## config.mk

```make
export PLATFORM = sky130hd
export DESIGN_NAME = alu_arbiter
export DESIGN_NICKNAME = d
export VERILOG_FILES = /design/src/rtl/alu_arbiter.sv
export SDC_FILE = /design/constraint.sdc
export NUM_CORES = 1
export LEC_CHECK = 0
export CAP_MARGIN = 20
export CELL_PAD_IN_SITES_DETAIL_PLACEMENT = 1
export CELL_PAD_IN_SITES_GLOBAL_PLACEMENT = 2
export CORE_ASPECT_RATIO = 1.5
export CORE_MARGIN = 8
export CORE_UTILIZATION = 25
export CTS_BUF_LIST = sky130_fd_sc_hd__clkbuf_16
export CTS_CLUSTER_SIZE = 40
export DETAILED_ROUTE_END_ITERATION = 8
export GPL_ROUTABILITY_DRIVEN = 0
export PLACE_DENSITY = 0.9
export SYNTH_ARGS = -nofsm -noshare
export SYNTH_HDL_FRONTEND = slang
export SYNTH_SLANG_ARGS = --single-unit
```

## constraint.sdc

```tcl
create_clock -name clk -period 6 [get_ports clk]
set_clock_uncertainty 0.2 [all_clocks]
set_input_delay 0.9 -clock clk [delete_from_list [all_inputs] [get_ports clk]]
set_output_delay 0.9 -clock clk [all_outputs]
set_load 0.02 [all_outputs]
```

## src/rtl/alu_arbiter.sv

```systemverilog
// Two-requester round-robin front end for a shared multi-cycle ALU.
// Grants one request at a time, issues it, waits for completion or timeout, and pulses done.
module alu_arbiter #(
  parameter int unsigned TIMEOUT = 16
) (
  input  logic        clk,
  input  logic        rst_n,
  input  logic        req0,
  input  logic        req1,
  input  logic [5:0]  opc0,
  input  logic [5:0]  opc1,
  input  logic [15:0] a0,
  input  logic [15:0] b0,
  input  logic [15:0] a1,
  input  logic [15:0] b1,
  output logic        alu_bgn,
  output logic [5:0]  alu_opcode,
  output logic [15:0] alu_a,
  output logic [15:0] alu_b,
  input  logic        alu_rdy,
  input  logic [15:0] alu_x,
  input  logic [15:0] alu_y,
  input  logic [3:0]  alu_flags,
  output logic [1:0]  done,
  output logic [15:0] res_x,
  output logic [15:0] res_y,
  output logic [3:0]  res_flags,
  output logic        timeout,
  output logic        busy
);

  localparam int unsigned CW  = $clog2(TIMEOUT + 1);
  localparam logic [5:0]  NOP = 6'b011111;
  localparam logic [5:0]  HLT = 6'd0;

  typedef enum logic [1:0] {
    S_IDLE,
    S_ISSUE,
    S_WAIT,
    S_DONE
  } state_e;

  state_e          state_q, state_d;
  logic            last_q, last_d;
  logic            gnt_q, gnt_d;
  logic            to_q, to_d;
  logic [CW-1:0]   cnt_q, cnt_d;
  logic [5:0]      opc_q, opc_d;
  logic [15:0]     a_q, a_d;
  logic [15:0]     b_q, b_d;
  logic [15:0]     rx_q, rx_d;
  logic [15:0]     ry_q, ry_d;
  logic [3:0]      rf_q, rf_d;

  logic            any_req;
  logic            sel;
  logic [5:0]      sel_opc;
  logic            rdy_hit;
  logic            cnt_last;

  // With both requests pending the one not served last wins.
  assign any_req  = req0 | req1;
  assign sel      = (req0 & req1) ? ~last_q : req1;
  assign sel_opc  = sel ? opc1 : opc0;
  // The first WAIT cycle (count 0) may still see the previous operation's ready.
  assign rdy_hit  = (cnt_q != '0) && alu_rdy;
  assign cnt_last = (cnt_q == CW'(TIMEOUT - 1));

  always_ff @(posedge clk or negedge rst_n) begin
    if (!rst_n) begin
      state_q <= S_IDLE;
      last_q  <= 1'b1;
      gnt_q   <= 1'b0;
      to_q    <= 1'b0;
      cnt_q   <= '0;
      opc_q   <= NOP;
      a_q     <= '0;
      b_q     <= '0;
      rx_q    <= '0;
      ry_q    <= '0;
      rf_q    <= '0;
    end else begin
      state_q <= state_d;
      last_q  <= last_d;
      gnt_q   <= gnt_d;
      to_q    <= to_d;
      cnt_q   <= cnt_d;
      opc_q   <= opc_d;
      a_q     <= a_d;
      b_q     <= b_d;
      rx_q    <= rx_d;
      ry_q    <= ry_d;
      rf_q    <= rf_d;
    end
  end

  always_comb begin
    state_d = state_q;
    unique case (state_q)
      S_IDLE:  if (any_req) state_d = (sel_opc == HLT) ? S_DONE : S_ISSUE;
      S_ISSUE: state_d = S_WAIT;
      S_WAIT:  if (rdy_hit || cnt_last) state_d = S_DONE;
      S_DONE:  state_d = S_IDLE;
      default: state_d = S_IDLE;
    endcase
  end

  always_comb begin
    last_d = last_q;
    gnt_d  = gnt_q;
    to_d   = to_q;
    cnt_d  = cnt_q;
    opc_d  = opc_q;
    a_d    = a_q;
    b_d    = b_q;
    rx_d   = rx_q;
    ry_d   = ry_q;
    rf_d   = rf_q;
    unique case (state_q)
      S_IDLE: begin
        if (any_req) begin
          gnt_d = sel;
          opc_d = sel_opc;
          a_d   = sel ? a1 : a0;
          b_d   = sel ? b1 : b0;
          to_d  = 1'b0;
          if (sel_opc == HLT) begin
            rx_d = '0;
            ry_d = '0;
            rf_d = '0;
          end
        end
      end
      S_ISSUE: cnt_d = '0;
      S_WAIT: begin
        if (rdy_hit) begin
          rx_d = alu_x;
          ry_d = alu_y;
          rf_d = alu_flags;
          to_d = 1'b0;
        end else if (cnt_last) begin
          rx_d = '0;
          ry_d = '0;
          rf_d = '0;
          to_d = 1'b1;
        end else begin
          cnt_d = cnt_q + CW'(1);
        end
      end
      S_DONE: begin
        last_d = gnt_q;
        opc_d  = NOP;
        a_d    = '0;
        b_d    = '0;
        cnt_d  = '0;
      end
      default: ;
    endcase
  end

  always_comb begin
    alu_bgn    = (state_q == S_ISSUE);
    busy       = (state_q != S_IDLE);
    done       = '0;
    timeout    = 1'b0;
    if (state_q == S_DONE) begin
      done    = gnt_q ? 2'b10 : 2'b01;
      timeout = to_q;
    end
    alu_opcode = opc_q;
    alu_a      = a_q;
    alu_b      = b_q;
    res_x      = rx_q;
    res_y      = ry_q;
    res_flags  = rf_q;
  end

endmodule

```

==> metrics.md <==
| Metric | Value |
|---|---|
| Longest Clk Path Bufs | `2` |
| Critical path endpoint | `res_flags[1]` |
| Area delta synth->final | `66.1%` |
| Crit. Startpoint | `req1` |
| Internal power | `1.86 mW` |
| Switching share of total power | `38.8%` |
| Crit path arrival time | `3.33 ns` |
| Post-synth top area cell | `dfrtp_1` |
| Inserted Clock Buffers | `9` |
| Setup TNS | `0 ns` |
| Routed wire per std cell | `17.9 µm` |
| Min Clock Period, post-route | `3.27 ns` |
| Status | `finished clean` |
| Worst path required time | `6.06 ns` |
| R2R cell count | `6` |
| Placement Setup Slack | `2.12 ns` |
| Yosys reg bits | `84` |
| Netlist Area Pre-Place | `3750 µm²` |
| Reg-to-Reg Start | `last_q` |
| Starting DRT DRC Count | `147` |
| Wire length of the first global-routing pass | `20100 µm` |
| Worst-margin pin slew | `0.635 ns` |
| Post-synthesis sequential area ratio | `56.2%` |
| Layout cells sized above 1 | `8.19%` |
| Core Area | `14900 µm²` |
| Critical path capture point type | `flop` |
| Flop pwr share | `31.2%` |
| Ys Warns | `0` |
| Critical Path Stages | `7` |
| Post-DRT Antenna Nets | `0` |
| CP max stage delay | `0.55 ns` |
| Async SR Flop Fraction | `100%` |
| Most used cell, CP | `buf_4` |
| Worst Path Buf+Inv | `3` |
| Post-synth EDFFs | `0` |
| Area after DPL | `5850 µm²` |
| Critical path's slowest cell | `buf_4` |
| Part of the power in the clock network | `18.3%` |
| Critical Path Fanout Max | `40` |
| Initial core utilization | `25.2%` |
| Grt ovf | `0` |
| Root Driver | `clkbuf_16` |
| Die height | `166 µm` |
| Detailed Place HPWL | `9990 µm` |
| DRC Markers | `0` |
| Fmax | `306 MHz` |
| Syn Nets | `441` |
| Dpl cells | `693` |
| Clock Latency Late Sink | `0.33 ns` |
| Avg Cell Area, Syn | `11.9 µm²` |
| Post-CTS setup buffers | `0` |
| Pre-Repair DR Iteration Count | `4` |
| CTS tree | `built` |
| # resized after CTS | `0` |
| Vias in the first global route | `3726` |
| Die W | `116 µm` |
| Critical-path cell list | `clkdlybuf4s50_1, a21boi_4, buf_4, a31oi_2, a211oi_4, buf_4, a22o_1` |
| Vias per cell | `4.57` |
| Worst r2r dst | `res_flags[1]` |
| Share of the synthesized area in the top cell type | `52.0%` |
| Number of core rows | `55` |
| Total power | `3.04 mW` |
| Critical setup path kind | `input port to flop` |
| Number of max-cap violations | `0` |
| Setup WS post-layout | `2.73 ns` |
| Syn Inst Count | `316` |
| Tcrit/Tclk final | `54.6%` |
| CP startpoint kind | `input port` |
| Dominant cells by area after synthesis | `dfrtp_1, mux2i_1, a22o_1` |
| Fin. Hold Viols | `0` |
| Netlist cell types | `38` |
| Gate power share | `50.6%` |
| Layout Nets | `633` |
| Initial antenna violation count | `0` |
| Hold WC Path Type | `flop to flop` |
| Final Instance Area | `6230 µm²` |
| Slew HR | `57.7%` |
| Vias | `3253` |
| FF-to-FF setup slack | `3.43 ns` |
| RSZ-0062 raised after global routing | `false` |
| Max-slew violations | `0` |
| Largest net degree at the start of global routing | `85` |
| Total Routing Usage GR | `13.3%` |
| Sw power | `1.18 mW` |
| Clock Sinks | `84` |
| Non-Filler Instances | `712` |
| Clock transition at path regs | `0.06 ns` |
| Family with the most delay on the worst path | `buffers and inverters` |
| IO buf count | `195` |
| Cts hold-fix bufs | `0` |
| Lkg Pwr | `2.64 nW` |
| Hold Slack | `0.277 ns` |
| Max IR drop VDD | `0.245 mV` |
| ANT cells | `0` |
| Hold depth | `2` |
| Cell Pwr Density | `488 nW/µm²` |
| Die ar. | `19300 µm²` |
| Core Util, Final | `41.9%` |
| Total I/O pin count | `196` |
| Number of setup violations in the final report | `0` |
| Ys flop type | `dfrtp_1` |
| Routed Wire Length | `12800 µm` |
| H-tree depth | `3` |
cell families after synthesis:
| kind of cell | Yosys count | synth area share [%] |
|---|---|---|
| compound gates | 95 | 18.4 |
| flops | 84 | 56.2 |
| simple gates | 62 | 7.74 |
| mux | 40 | 10.9 |
| buf+inv | 27 | 4.03 |
| fa+ha+maj | 8 | 2.67 |
worst min path at each step:
stage	end	startpoint	slack (ns)
2_1_floorplan	to_q	to_q	0.26
3_3_place_gp	alu_b[1]	alu_b[1]	0.26
3_5_place_dp	alu_b[15]	alu_b[15]	0.27
4_1_cts	alu_b[15]	alu_b[15]	0.29
5_1_grt	alu_b[14]	alu_b[14]	0.31
6_report	alu_b[15]	alu_b[15]	0.28
power by group through the flow:
| stage | registers [mW] | logic (mW) | clock network (mW) |
|---|---|---|---|
| 2_1_floorplan | 1.18 | 0.599 | 0 |
| 3_3_place_gp | 0.949 | 1.47 | 0 |
| 5_1_grt | 0.981 | 1.67 | 0.603 |
| 3_5_place_dp | 0.963 | 1.51 | 0 |
| 4_1_cts | 0.954 | 1.52 | 0.581 |
| 6_report | 0.949 | 1.54 | 0.556 |
cell usage after synthesis (2+ instances only):
master	count
o21ai_0	39
o21a_1	2
ha_1	8
mux2i_1	33
mux2_2	7
o22a_1	5
and2_1	3
dfstp_2	6
dfrtp_1	78
nand2b_1	3
a22o_1	37
inv_1	6
nand2_1	40
buf_2	4
buf_6	6
nor2_1	7
a21oi_1	3
clkbuf_1	9
worst reg2reg max path: stages (launching register included):
cell	delay [ns]
dfstp_2	0.38
a21boi_4	0.19
buf_4	0.55
a31oi_2	0.30
a211oi_4	0.29
buf_4	0.38
a22o_1	0.22
placed cells by master (no fill, tap or decap), types with 4 or more instances in the layout:
| cell | synthesis | final |
|---|---|---|
| ha_1 | 8 | 8 |
| mux2i_1 | 33 | 33 |
| o22a_1 | 5 | 5 |
| clkbuf_16 | 0 | 9 |
| buf_4 | 0 | 4 |
| nand2_1 | 40 | 40 |
| a22o_1 | 37 | 37 |
| dfstp_2 | 6 | 6 |
| inv_1 | 6 | 6 |
| clkdlybuf4s50_1 | 0 | 194 |
| o21ai_0 | 39 | 39 |
| dfrtp_1 | 78 | 78 |
| nor2_1 | 7 | 7 |
| mux2_2 | 7 | 7 |
cell type report:
| cell class | instances | area (µm²) |
|---|---|---|
| clock buffer | 9 | 225 |
| clock inverter | 7 | 73.8 |
| fill | 1649 | 8630 |
| inverter | 7 | 26.3 |
| multi-input combinational | 205 | 1500 |
| sequential | 84 | 2110 |
| tap | 199 | 249 |
| timing repair buffer | 201 | 2050 |
sequential cells by signal (all words and copies together), names as in the netlist, 2 cells and up:
register    count
alu_a          16
alu_b          16
res_x          16
res_y          16
alu_opcode      6
cnt_q           5
res_flags       4
state_q         2
routing by layer:
metal | part of all wire, % | GRT usage, %
met2 | 49 | 22.1
met4 | 0.74 | 3.57
met3 | 11 | 6.08
met1 | 40 | 14.7
met5 | 0 | 0
No activity file was read; power rests on OpenSTA's default activity.
